==> src/rtl/cache_line_mem_ctrl.sv <==
// Splits 128-bit cache line refills/write-backs into word-wide bus beats, one beat in flight.
// Optional critical-word-first beat ordering is enabled by defining CRIT_WORD_FIRST_EN.
module cache_line_mem_ctrl #(
    parameter int unsigned ADDR_W = 32,
    parameter int unsigned DATA_W = 32,
    parameter int unsigned BEATS  = 4
) (
    input  logic                     clk_i,
    input  logic                     rst_ni,
    input  logic                     req_valid_i,
    input  logic                     req_rw_i,
    input  logic [ADDR_W-1:0]        req_addr_i,
    input  logic [BEATS*DATA_W-1:0]  req_data_i,
    output logic                     rsp_ready_o,
    output logic [BEATS*DATA_W-1:0]  rsp_data_o,
    output logic                     busy_o,
    output logic                     bus_valid_o,
    input  logic                     bus_ready_i,
    output logic                     bus_we_o,
    output logic [ADDR_W-1:0]        bus_addr_o,
    output logic [DATA_W-1:0]        bus_wdata_o,
    input  logic                     bus_rvalid_i,
    input  logic [DATA_W-1:0]        bus_rdata_i
);

    localparam int unsigned LINE_W = BEATS * DATA_W;

    localparam logic [2:0] IDLE   = 3'd0;
    localparam logic [2:0] ISSUE  = 3'd1;
    localparam logic [2:0] WAIT_R = 3'd2;
    localparam logic [2:0] RESP   = 3'd3;
    localparam logic [2:0] GAP    = 3'd4;

    logic [2:0]        state_q, state_d;
    logic              rw_q, rw_d;
    logic [ADDR_W-5:0] base_q, base_d;
    logic [LINE_W-1:0] wbuf_q, wbuf_d;
    logic [LINE_W-1:0] line_q, line_d;
    logic [1:0]        idx_q, idx_d;
    logic [2:0]        cnt_q, cnt_d;
    logic [1:0]        start_idx;
    logic              issue;
    logic              unused_addr;

`ifdef CRIT_WORD_FIRST_EN
    assign start_idx   = req_addr_i[3:2];
    assign unused_addr = ^req_addr_i[1:0];
`else
    assign start_idx   = 2'd0;
    assign unused_addr = ^req_addr_i[3:0];
`endif

    always_comb begin
        state_d = state_q;
        rw_d    = rw_q;
        base_d  = base_q;
        wbuf_d  = wbuf_q;
        line_d  = line_q;
        idx_d   = idx_q;
        cnt_d   = cnt_q;
        unique case (state_q)
            IDLE: begin
                if (req_valid_i) begin
                    rw_d    = req_rw_i;
                    base_d  = req_addr_i[ADDR_W-1:4];
                    wbuf_d  = req_data_i;
                    idx_d   = start_idx;
                    cnt_d   = 3'd0;
                    state_d = ISSUE;
                end
            end
            ISSUE: begin
                if (bus_ready_i) begin
                    cnt_d = cnt_q + 3'd1;
                    if (!rw_q) begin
                        state_d = WAIT_R;
                    end else if (cnt_q == 3'(BEATS - 1)) begin
                        state_d = RESP;
                    end else begin
                        idx_d = idx_q + 2'd1;
                    end
                end
            end
            WAIT_R: begin
                // cnt_q already counts this beat, so the last one reads as BEATS here
                if (bus_rvalid_i) begin
                    line_d[idx_q*DATA_W +: DATA_W] = bus_rdata_i;
                    if (cnt_q == 3'(BEATS)) begin
                        state_d = RESP;
                    end else begin
                        idx_d   = idx_q + 2'd1;
                        state_d = ISSUE;
                    end
                end
            end
            RESP:    state_d = GAP;
            GAP:     state_d = IDLE;
            default: state_d = IDLE;
        endcase
    end

    always_ff @(posedge clk_i or negedge rst_ni) begin
        if (!rst_ni) begin
            state_q <= IDLE;
            rw_q    <= 1'b0;
            base_q  <= '0;
            wbuf_q  <= '0;
            line_q  <= '0;
            idx_q   <= 2'd0;
            cnt_q   <= 3'd0;
        end else begin
            state_q <= state_d;
            rw_q    <= rw_d;
            base_q  <= base_d;
            wbuf_q  <= wbuf_d;
            line_q  <= line_d;
            idx_q   <= idx_d;
            cnt_q   <= cnt_d;
        end
    end

    // Outputs decode straight from state so an async reset clears them immediately
    assign issue       = (state_q == ISSUE);
    assign bus_valid_o = issue;
    assign bus_we_o    = issue & rw_q;
    assign bus_addr_o  = issue ? {base_q, idx_q, 2'b00} : '0;
    assign bus_wdata_o = issue ? wbuf_q[idx_q*DATA_W +: DATA_W] : '0;
    assign rsp_ready_o = (state_q == RESP);
    assign busy_o      = (state_q == ISSUE) || (state_q == WAIT_R) || (state_q == RESP);
    assign rsp_data_o  = line_q;

endmodule

==> config.mk <==
export PLATFORM = sky130hd
export DESIGN_NAME = cache_line_mem_ctrl
export DESIGN_NICKNAME = d
export VERILOG_FILES = /design/src/rtl/cache_line_mem_ctrl.sv
export SDC_FILE = /design/constraint.sdc
export NUM_CORES = 1
export LEC_CHECK = 0
export BUFFER_PORTS_ARGS = -buffer_cell sky130_fd_sc_hd__buf_2
export CELL_PAD_IN_SITES_DETAIL_PLACEMENT = 1
export CELL_PAD_IN_SITES_GLOBAL_PLACEMENT = 2
export CORE_MARGIN = 3
export CORE_UTILIZATION = 32
export CTS_CLUSTER_DIAMETER = 60
export CTS_CLUSTER_SIZE = 30
export DETAILED_ROUTE_END_ITERATION = 12
export PLACE_DENSITY = 0.86
export SYNTH_ARGS = -nofsm -noshare
export SYNTH_HDL_FRONTEND = slang
export SYNTH_SLANG_ARGS = --single-unit
==> constraint.sdc <==
create_clock -name clk_i -period 5.2 [get_ports clk_i]
set_input_delay 1.04 -clock clk_i [delete_from_list [all_inputs] [get_ports clk_i]]
set_output_delay 1.04 -clock clk_i [all_outputs]
set_load 0.02 [all_outputs]
==> flow_summary.yaml <==
run_status:
  status: "finished clean"
final_layout:
  area.growth.synth_to_final_pct: 27.2
  final_layout_size_suffix_gt1_share_pct: 28.5
  num-nets-final: 1944
  finalInstanceArea_um2: 16200
sta:
  final_max_slew_viol_count: 0
  setup_viol_count_final: 0
  fmax_mhz: 262
  fin_worst_hold_slack_ns: 0.464
  maxSlewHeadroom_pct: 25.8
  timing.setup.tns_ns: 0
  post-route-worst-setup-slack_ns: 1.38
  finalWorstPathRequiredPeriod_ns: 3.82
  final.period_utilization_pct: 73.5
  worst_slew_pin_slew_ns: 1.10
  hold_viol_final: 0
  rsz_0062_raised_after_global_routing: "no"
  finClkSkew_ns: 0.0142
global_route:
  grt_start_max_net_pins: 108
  grt_pass1_wl_um: 64700
  global_route.usage.total_pct: 19.5
  vias_in_the_first_global_route: 11428
  grt.overflow.total: 0
  grt_antenna_before_repair: 26
worst_setup_path:
  worstPathArrival_ns: 2.78
  crit_path_end_kind: "primary output"
  critical_path_class: "reg -> out"
  timing.critical_path.max_delay_family: "flip-flops"
  r2r-start: "idx_q[0]"
  type_of_origin_of_the_critical_path: "flip-flop"
  cpPeakStageDelay_ns: 0.88
  worstPathMaxFanout: 21
  worst-endpoint-required_ns: 4.16
  critPathBufInv: 2
  crit_path_cell_trace: "buf_4, mux4_2, and2_1, buf_2"
  crit_path_launch: "idx_q[0]"
  slowest_stage: "sky130_fd_sc_hd__dfrtp_2"
detailed_routing:
  drc: 0
  iter_0_drt_violations: 487
  vias_per_cell: 4.72
  via_count: 10796
  wirelength_um: 41700
  ant_nets: 0
  post_drt_wl_per_cell_um: 18.2
  drtPass1Iterations: 4
synthesis:
  post_synth_instance_area_um2: 12700
  number_of_enable_type_register_cells_in_the_synthesized_netlist: 0
  yosys.cell_types.count: 37
  synth.top_cells.by_count: "732 x sky130_fd_sc_hd__nand2_1, 293 x sky130_fd_sc_hd__dfrtp_1, 124 x sky130_fd_sc_hd__o21ai_1, 61 x sky130_fd_sc_hd__and2_1, 51 x sky130_fd_sc_hd__buf_2"
  seq_total_area_yosys_pct: 57.6
  netlist_top_cells_area: "sky130_fd_sc_hd__dfrtp_1 58%, sky130_fd_sc_hd__nand2_1 22%, sky130_fd_sc_hd__mux4_2 5.7%, sky130_fd_sc_hd__o21ai_1 4.9%, sky130_fd_sc_hd__and2_1 3.0%"
  most_frequently_used_cell_type_in_the_post_synthesis_netlist: "sky130_fd_sc_hd__nand2_1"
  postSynth.asyncResetShare_pct: 100
  synthDominantAreaCellType: "sky130_fd_sc_hd__dfrtp_1"
  post_synth_inst_count: 1397
  dominantRegCellSynth: "sky130_fd_sc_hd__dfrtp_1"
  synth_area_per_cell_um2: 9.11
  syn_warnings: 0
  netlist.area_leader.share_pct: 57.6
  synth_seq_cells: 293
placed_design:
  place.port_buffers: 387
  detailedPlace.worstSlack_ns: 1.86
  hpwl_um: 28300
  post_placement_cell_area_um2: 15000
  finalWeightedCongestion: 0.809
min_path:
  hold_class: "reg -> reg"
  hold_startpoint: "base_q[2]"
floorplanning:
  start_util_pct: 32.6
  floorplan.core_area_um2: 39000
  io_pins: 394
  die-height_um: 205
  num_rows: 72
  dieArea_um2: 42200
  die_width_um: 205
power:
  peakVddDrop_uv: 279
  powerDensity_nw_per_um2: 567
  leakagePower_nw: 8.52
clocking:
  cts_buffers: 31
  tritoncts: "yes"
  clock-sinks: 293
  cts_htree_levels: 1
  clock_input_transition_at_the_sequential_cells_of_the_worst_setup_and_hold_paths_ns: 0.07
  clock_insertion_delay_worst_skew_ns: 0.58
  cts_hold_repair.buffers: 0
  clockRootBuffer: "sky130_fd_sc_hd__clkbuf_16"
  cts.path.max_buffers: 3
  cts_setup_buffers: 0
  post_cts_resized: 0
run:
  cap_viol_max_count: 0
==> cells in the final DEF, fill, tap and decap left out, types with 4 or more instances in the layout <==
master                      count
sky130_fd_sc_hd__and2_1        61
sky130_fd_sc_hd__o21ai_0        4
sky130_fd_sc_hd__buf_2        386
sky130_fd_sc_hd__nor2_1         7
sky130_fd_sc_hd__diode_2        9
sky130_fd_sc_hd__o21ai_1      124
sky130_fd_sc_hd__nand3_1        4
sky130_fd_sc_hd__inv_8          7
sky130_fd_sc_hd__inv_1          6
sky130_fd_sc_hd__mux4_2        32
sky130_fd_sc_hd__ha_1           8
sky130_fd_sc_hd__nand2_4        4
sky130_fd_sc_hd__buf_4         11
sky130_fd_sc_hd__bufinv_16      6
sky130_fd_sc_hd__nand2_1      732
sky130_fd_sc_hd__inv_6          4
sky130_fd_sc_hd__clkbuf_16     31
sky130_fd_sc_hd__clkinv_4       4
sky130_fd_sc_hd__dfrtp_1      291
==> sequential cells by signal, indices dropped and copies added, names as in the netlist <==
signal and cells:
base_q 28, cnt_q 3, idx_q 2, rsp_data_o 128
rw_q 1, state_q 3, wbuf_q 128
==> metrics by stage <==
step	util (%)	std cells	total power [mW]
final	41.5	2289	9.19
after CTS	41.5	2280	9.36
after global placement	38.5	2223	6.65
after global routing	41.5	2286	9.87
after detailed placement	38.5	2223	6.78
after floorplan	-	1398	5.64
==> worst min-delay path: stages (launching register included) <==
cell	delay, ns
sky130_fd_sc_hd__dfrtp_1	0.33
sky130_fd_sc_hd__nand2_1	0.05
sky130_fd_sc_hd__nand2_1	0.05
==> per-layer routing <==
| layer | GRT usage (%) | vias to the layer above | share of wire [%] |
|---|---|---|---|
| met4 | 5.13 | 34 | 2.5 |
| li1 | - | 5117 | - |
| met5 | 0 | - | 0.54 |
| met1 | 23.9 | 5252 | 41 |
| met2 | 32.7 | 304 | 47 |
| met3 | 6.82 | 89 | 8.5 |
==> cells by family (layout without fill, tap and decap cells) <==
kind of cell	count (synthesis)	in the layout	share of synthesized area, %
other cells	1	11	0.0295
flops	293	293	57.6
simple gates	823	823	26.3
buf+inv	99	463	3.72
fa+ha+maj	8	8	0.786
mux	35	35	5.90
compound gates	138	138	5.71
==> layout make-up <==
cell class / instances / area, um2
flip-flops and latches: 293 / 7330
fillers: 4655 / 22800
repair buffers: 399 / 2050
clock inverters: 24 / 358
well taps: 518 / 648
inverters: 7 / 26.3
clock buffers: 33 / 803
multi-input cells: 1006 / 4950
diodes: 9 / 22.5
==> where the power goes <==
part	internal [mW]	total (mW)	switching [mW]
Clock	1.46	2.52	1.06
Combinational	1.18	3.19	2.01
Sequential	3.01	3.48	0.464
Total	5.66	9.19	3.53
==> path summary, 6_finish.rpt <==
check                                   to  slack, ns  cells past startpoint
setup / recovery           bus_wdata_o[11]       1.38                      4
hold / removal                   base_q[2]       0.46                      2
setup reg to reg            rsp_data_o[33]       2.28                      6
hold reg to reg                  base_q[2]       0.46                      2
max in group asynchronous       wbuf_q[38]       3.54                      2
min in group asynchronous   rsp_data_o[88]       0.50                      1
(Power assumes the default switching activity.)
